**src/rtl/jk_pkg.sv**
```systemverilog
// Shared types for the JK bank driver.
// State encoding and J/K pair constants.
package jk_pkg;

  typedef enum logic [1:0] {
    IDLE,
    DRIVE,
    WAIT,
    CHECK
  } state_t;

  localparam logic [1:0] JK_HOLD   = 2'b00;
  localparam logic [1:0] JK_RESET  = 2'b01;
  localparam logic [1:0] JK_SET    = 2'b10;
  localparam logic [1:0] JK_TOGGLE = 2'b11;

endpackage

```
**src/rtl/jk_excite_bit.sv**
```systemverilog
// Per-bit JK excitation mapper.
// Maps current/next Q and toggle mode to a J/K pair.
module jk_excite_bit
  import jk_pkg::*;
(
  input  logic q_cur,
  input  logic q_next,
  input  logic toggle,
  output logic j,
  output logic k
);

  logic       chg;
  logic [1:0] pair;

  assign chg = q_cur ^ q_next;

  // pick the excitation pair for this bit
  always_comb begin
    pair = JK_HOLD;
    unique case (1'b1)
      (!chg):                     pair = JK_HOLD;
      (chg && toggle):            pair = JK_TOGGLE;
      (chg && !toggle && q_next): pair = JK_SET;
      default:                    pair = JK_RESET;
    endcase
  end

  assign j = pair[1];
  assign k = pair[0];

endmodule

```
**src/rtl/jk_bank_driver.sv**
```systemverilog
// Drives J/K vectors that move a JK bank to a target word.
// Optional feedback check: define JK_FB_CHECK_EN.
module jk_bank_driver
  import jk_pkg::*;
#(
  parameter int WIDTH       = 8,
  parameter int HOLD_CYCLES = 1
) (
  input  logic             clk,
  input  logic             clr_n,
  input  logic             tgt_valid,
  output logic             tgt_ready,
  input  logic [WIDTH-1:0] tgt_data,
  input  logic             tgt_toggle,
  output logic [WIDTH-1:0] j,
  output logic [WIDTH-1:0] k,
  input  logic [WIDTH-1:0] q_fb,
  output logic [WIDTH-1:0] shadow_q,
  output logic             done,
  output logic             err
);

  localparam logic [3:0] HOLD_LAST =
    (HOLD_CYCLES > 0) ? 4'(HOLD_CYCLES - 1) : 4'd0;
  localparam bit HAS_WAIT = (HOLD_CYCLES > 0);

  state_t           state;
  state_t           state_nxt;
  logic             accept;
  logic [3:0]       cnt;
  logic [WIDTH-1:0] target;
  logic [WIDTH-1:0] exc_j;
  logic [WIDTH-1:0] exc_k;

  for (genvar i = 0; i < WIDTH; i++) begin : g_bit
    jk_excite_bit u_bit (
      .q_cur  (shadow_q[i]),
      .q_next (tgt_data[i]),
      .toggle (tgt_toggle),
      .j      (exc_j[i]),
      .k      (exc_k[i])
    );
  end

  assign tgt_ready = (state == IDLE);

  // state register
  always_ff @(posedge clk or negedge clr_n) begin
    if (!clr_n) begin
      state <= IDLE;
    end else begin
      state <= state_nxt;
    end
  end

  // next state and accept decode
  always_comb begin
    state_nxt = state;
    accept    = 1'b0;
    unique case (state)
      IDLE: begin
        if (tgt_valid) begin
          accept    = 1'b1;
          state_nxt = DRIVE;
        end
      end
      DRIVE: begin
        state_nxt = HAS_WAIT ? WAIT : CHECK;
      end
      WAIT: begin
        if (cnt == HOLD_LAST) begin
          state_nxt = CHECK;
        end
      end
      CHECK: begin
        state_nxt = IDLE;
      end
      default: begin
        state_nxt = IDLE;
      end
    endcase
  end

  // excitation, shadow copy, settle counter and done
  always_ff @(posedge clk or negedge clr_n) begin
    if (!clr_n) begin
      j        <= '0;
      k        <= '0;
      target   <= '0;
      shadow_q <= '0;
      cnt      <= '0;
      done     <= 1'b0;
    end else begin
      done <= (state_nxt == CHECK);
      if (accept) begin
        j      <= exc_j;
        k      <= exc_k;
        target <= tgt_data;
      end else begin
        j <= '0;
        k <= '0;
      end
      if (state == DRIVE) begin
        shadow_q <= target;
      end
      if (state == WAIT) begin
        cnt <= cnt + 4'd1;
      end else begin
        cnt <= '0;
      end
    end
  end

`ifdef JK_FB_CHECK_EN
  // sticky mismatch between bank feedback and shadow
  always_ff @(posedge clk or negedge clr_n) begin
    if (!clr_n) begin
      err <= 1'b0;
    end else if (state == CHECK && q_fb != shadow_q) begin
      err <= 1'b1;
    end
  end
`else
  // q_fb has no effect in this build
  assign err = &{1'b0, ^q_fb};
`endif

endmodule

```
**config.mk**
```make
export PLATFORM = sky130hd
export DESIGN_NAME = jk_bank_driver
export DESIGN_NICKNAME = d
export VERILOG_FILES = /design/src/rtl/jk_pkg.sv /design/src/rtl/jk_excite_bit.sv /design/src/rtl/jk_bank_driver.sv
export SDC_FILE = /design/constraint.sdc
export NUM_CORES = 1
export LEC_CHECK = 0
export CAP_MARGIN = 20
export CORE_ASPECT_RATIO = 0.6
export CORE_UTILIZATION = 47
export DETAILED_ROUTE_END_ITERATION = 10
export GPL_ROUTABILITY_DRIVEN = 0
export PLACE_DENSITY = 0.75
export SLEW_MARGIN = 20
export SYNTH_ARGS = -nofsm -noshare
export SYNTH_HDL_FRONTEND = slang
export SYNTH_SLANG_ARGS = --single-unit
```
**constraint.sdc**
```tcl
create_clock -name clk -period 1.9 [get_ports clk]
set_clock_uncertainty 0.15 [all_clocks]
set_input_delay 0.38 -clock clk [delete_from_list [all_inputs] [get_ports clk]]
set_output_delay 0.38 -clock clk [all_outputs]
set_load 0.01 [all_outputs]
```
# Word-level counts from Yosys, hierarchy flattened

Index checks and enable logic that the tools add are counted.

Input bits: 20
Flip-flop bits (word level): 39
Word-level logic and storage cells: 71

Muxes and demuxes: 16
Equal/unequal tests: 4
Reduce and logical (&&, ||, !) cells: 35
Add/sub/neg operators: 1
Bitwise operators: 8

Operators with widths:

| cell                                          | number |
|---|---|
| one-hot mux 2 bit (3 select lines)            | 8 |
| logical AND 1 bit                             | 24 |
| 2-to-1 mux 8 bit                              | 2 |
| zero test 1 bit                               | 9 |
| one-hot mux 2 bit (4 select lines)            | 1 |
| bitwise XOR 1 bit                             | 8 |
| == test 2 bit, second input constant          | 3 |
| adder 4 x 1 -> 4 bit, second input constant   | 1 |
| zero test 4 bit                               | 1 |
| 2-to-1 mux 2 bit                              | 2 |
| 2-to-1 mux 4 bit                              | 1 |
| == test 2 x 1 -> 1 bit, second input constant | 1 |
| zero test 2 bit                               | 1 |
| 2-to-1 mux 1 bit                              | 2 |

# Logic depth before layout (Yosys ltp)

Depth in word-level cells: 5
Depth in mapped cells: 6
Depth with buffers taken out: 4

# Hierarchy

From an unflattened synthesis, not the netlist that was laid out.

Cells, all modules: 142
Area total of the unflattened synthesis: 1741.7 um2

By module, submodules not included:

| module         | times used | area each (um2) | cells an instance | sequential area each (um2) |
|---|---|---|---|---|
| jk_bank_driver | 1          | 1471.4          | 102               | 975.9 |
| jk_excite_bit  | 8          | 33.8            | 5                 | 0.0 |

# Least setup slack after synthesis

No wires, ideal clock.

Path kind: reg-to-reg
Start point: register state[0]
End point: register target[0]
Cell stages (with the launch flop): 6
Clock period less this slack: 1601 ps
Path slack: 299 ps
Setup time: 125 ps
Arrival: 1326 ps
Cells stage by stage: dfrtp_1 > inv_1 > ha_1 > nand2_2 > buf_2 > mux2_2

Longest elaborated chain between the ends: 2

RTL lines:

| what                   | RTL line             | RTL |
|---|---|---|
| from (decl)            | jk_bank_driver.sv:27 | `state_t state;` |
| from (signal assigned) | jk_bank_driver.sv:52 | `state <= state_nxt;` |
| zero test 2 bit        | --                   |  |
| via tgt_ready          | jk_bank_driver.sv:12 | `output logic tgt_ready,` |
| 2-to-1 mux 1 bit       | jk_bank_driver.sv:60 | `unique case (state)` |
| to (signal assigned)   | jk_bank_driver.sv:98 | `target <= tgt_data;` |
| to (decl)              | jk_bank_driver.sv:31 | `logic [WIDTH-1:0] target;` |

The timed path passes the listed nets, and every way through them passes these cells.
A chain may end at the register's enable or synchronous reset.

# Worst setup path after layout

Start point: register shadow_q[3]
End point: output shadow_q[3]

RTL lines:

| what                   | RTL line              | RTL |
|---|---|---|
| from (decl)            | jk_bank_driver.sv:18  | `output logic [WIDTH-1:0] shadow_q,` |
| from (signal assigned) | jk_bank_driver.sv:104 | `shadow_q <= target;` |

No word-level cell between the ends.

==> impl_metrics.env <==
export IMPL_status="finished clean"
export IMPL_place_ws_ns=0.09133
export IMPL_synth_compound_area_share_pct=5.755
export IMPL_synthSimpleGateAreaFrac_pct=15.97
export IMPL_cp_slowest_stage_delay_ns=0.58
export IMPL_syn_nets=169
export IMPL_r2r_start="state[0]"
export IMPL_hold_violations=0
export IMPL_drc=0
export IMPL_drt_total_wl_mm=3.113
export IMPL_grt_max_degree=27
export IMPL_fp_coreArea_um2=3383
export IMPL_setup_viol=0
export IMPL_ff2ff_path_depth=4
export IMPL_routedWlPerCell_um=13.90
export IMPL_ant_nets=0
export IMPL_h_tree_depth=2
export IMPL_reg2reg_to="state[0]"
export IMPL_synth_mux_area_share_pct=10.94
export IMPL_multi_input_area_um2=655.6
export IMPL_slowest_stage="clkdlybuf4s50_1"
export IMPL_overflow=0
export IMPL_rsz0062_at_grt="no"
export IMPL_worstSetupEndpointType="output pin"
export IMPL_nFillCells=268
export IMPL_power_uw=3069
export IMPL_min_from="target[5]"
export IMPL_die_area_um2=3956
export IMPL_critPathBufInv=1
export IMPL_power_density_nw_per_um2=1393
export IMPL_port_buffers=37
export IMPL_root_buffer="clkbuf_8"
export IMPL_initial_utilization_pct=51.41
export IMPL_period_minus_slack_ns=1.822
export IMPL_firstDrtPassIters=4
export IMPL_slew_violations=0
export IMPL_die_w_um=80.53
export IMPL_insertedDiodeCount=0
export IMPL_layout_nets=205
export IMPL_synth_avg_cell_area_um2=12.16
export IMPL_fin_ws_ns=0.07751
export IMPL_cts_tree="done"
export IMPL_path_cells="clkdlybuf4s50_1"
export IMPL_cp_arrival_ns=1.29
export IMPL_yosysUniqueCellTypes=21
export IMPL_path_clk_slew_ns=0.08
export IMPL_cts_num_sinks=39
export IMPL_p_leak_uw=0.0009693
export IMPL_ys_seq_elements=39
export IMPL_area_growth_pct=26.62
export IMPL_vias_per_cell=5.071
export IMPL_antenna_found_initial=0
export IMPL_track_usage_pct=18.23
export IMPL_placementRows=16
export IMPL_synth_top_family_by_area="simple AND/OR/NAND/NOR gates"
export IMPL_drive_gt1_share_pct=17.32
export IMPL_fin_cells=224
export IMPL_cts_buffers_inserted=5
export IMPL_setup_tns_ns=0
export IMPL_holdPathStages=1
export IMPL_cp_depth=1
export IMPL_min_path_type="flop to flop"
export IMPL_slew_headroom_pct=63.35
export IMPL_maxCapViolations=0
export IMPL_grt_pass1_vias=1188
export IMPL_grt_first_pass_wirelength_mm=5.292
export IMPL_max_freq_ghz=0.5487
export IMPL_whs_ns=0.3416
export IMPL_dp_hpwl_mm=2.183
export IMPL_insertion_delay_ns=0.28
export IMPL_die_y_um=49.12
export IMPL_num_io_pins=47
export IMPL_post_cts_repair_setup_buffers=0
export IMPL_ff_latch_area_um2=975.9
export IMPL_path_delay_family="buffers and inverters"
export IMPL_start_kind="flop"
export IMPL_synth_cells=143
export IMPL_synthAdderAreaFrac_pct=4.317
export IMPL_initialDrtViolationCount=46
export IMPL_dp_cells=216
export IMPL_final_cell_mix="39 x dfrtp_1, 35 x clkdlybuf4s50_1, 19 x a21oi_1"
export IMPL_synth_seq_area_share_pct=56.12
export IMPL_num_vias=1136
export IMPL_final_common_cell="dfrtp_1"
export IMPL_yosysWarnings=0
export IMPL_reg2reg_slack_ns=0.21
export IMPL_crit_type="flop to output pin"
export IMPL_crit_fanout=6
export IMPL_min_to="shadow_q[5]"
export IMPL_synth_xor_area_share_pct=0.5036
export IMPL_clk_path_buf_depth=2
export IMPL_post_route_period_util_pct=95.92
export IMPL_syn_cell_area_um2=1739
export IMPL_crit_required_ns=1.37
export IMPL_peakVddDrop_uv=963.0
export IMPL_tightest_slew_ns=0.5497
[logic make-up after synthesis]
logic type      count (synthesis)
xor+xnor                        1
simple gates                   41
flops                          39
mux                            17
other cells                     1
compound gates                 20
fa+ha+maj                       6
buf+inv                        18
[synthesized netlist by cell type]
| library cell | n | area (um^2) |
|---|---|---|
| dfrtp_1 | 39 | 975.9 |
| a21oi_1 | 19 | 95.09 |
| nand2b_1 | 17 | 106.4 |
| mux2_2 | 16 | 180.2 |
| nand3b_1 | 16 | 120.1 |
| buf_4 | 9 | 67.56 |
| ha_1 | 6 | 75.07 |
| buf_2 | 4 | 20.02 |
| inv_1 | 4 | 15.01 |
| and2_1 | 2 | 12.51 |
| clkbuf_2 | 1 | 5.000 |
| conb_1 | 1 | 3.750 |
| mux2i_1 | 1 | 10.01 |
| nand2_1 | 1 | 3.750 |
| nand2_2 | 1 | 6.260 |
| nand3_1 | 1 | 5.000 |
| nor2_1 | 1 | 3.750 |
| nor2b_1 | 1 | 6.260 |
| o21ai_0 | 1 | 5.000 |
| or4b_4 | 1 | 13.76 |
| xor2_1 | 1 | 8.760 |
[cell type report]
type                            instances  area share [%]
Clock buffer                            6           3.750
Clock inverter                          1          0.2273
Inverter                                4          0.6818
Multi-Input combinational cell         86           29.77
Sequential cell                        39           44.32
Tap cell                               45           2.557
Timing Repair Buffer                   43           18.69
[how the worst max path moves through the flow]
stage,slack (ns),startpoint,to
6_report,0.08,shadow_q[3],shadow_q[3]
5_1_grt,0.02,shadow_q[3],shadow_q[3]
4_1_cts,0.08,shadow_q[3],shadow_q[3]
3_5_place_dp,0.09,tgt_valid,target[3]
3_3_place_gp,0.14,tgt_valid,target[4]
2_1_floorplan,0.30,state[0],target[0]
[through the flow]
| step | util (%) | cell area (um^2) |
|---|---|---|
| detailed placement | 62.24 | 2106 |
| CTS | 65.09 | 2202 |
| finish | 65.09 | 2202 |
| global route | 65.09 | 2202 |
| floorplan | - | 1739 |
| global placement | 62.24 | 2106 |
[what timing repair did]
| item | 4_1_cts | 5_1_grt |
|---|---|---|
| endpoints found under the hold margin | 24 | 0 |
| endpoints found under the setup margin | 1 | 0 |
| gates resized for setup | 1 | 0 |
| hold buffers | 1 | 0 |
[sequential cells by signal (all words and copies together), names as in the netlist]
register,flops
k,8
shadow_q,8
target,8
state,2
done,1
j,8
cnt,4
[report_power, final]
group          internal, uW  total, uW  switching (uW)
combinational           704       1200             496
clock                   285        553             268
sequential             1110       1320             204
total                  2100       3070             968
[routing by layer]
metal | GRT usage [%] | wire [um]
met2 | 29.80 | 1485
met3 | 5.421 | 169
met4 | 8.631 | 64
met1 | 22.13 | 1393
met5 | 0 | 0
Power figures use the tool's default switching activity.
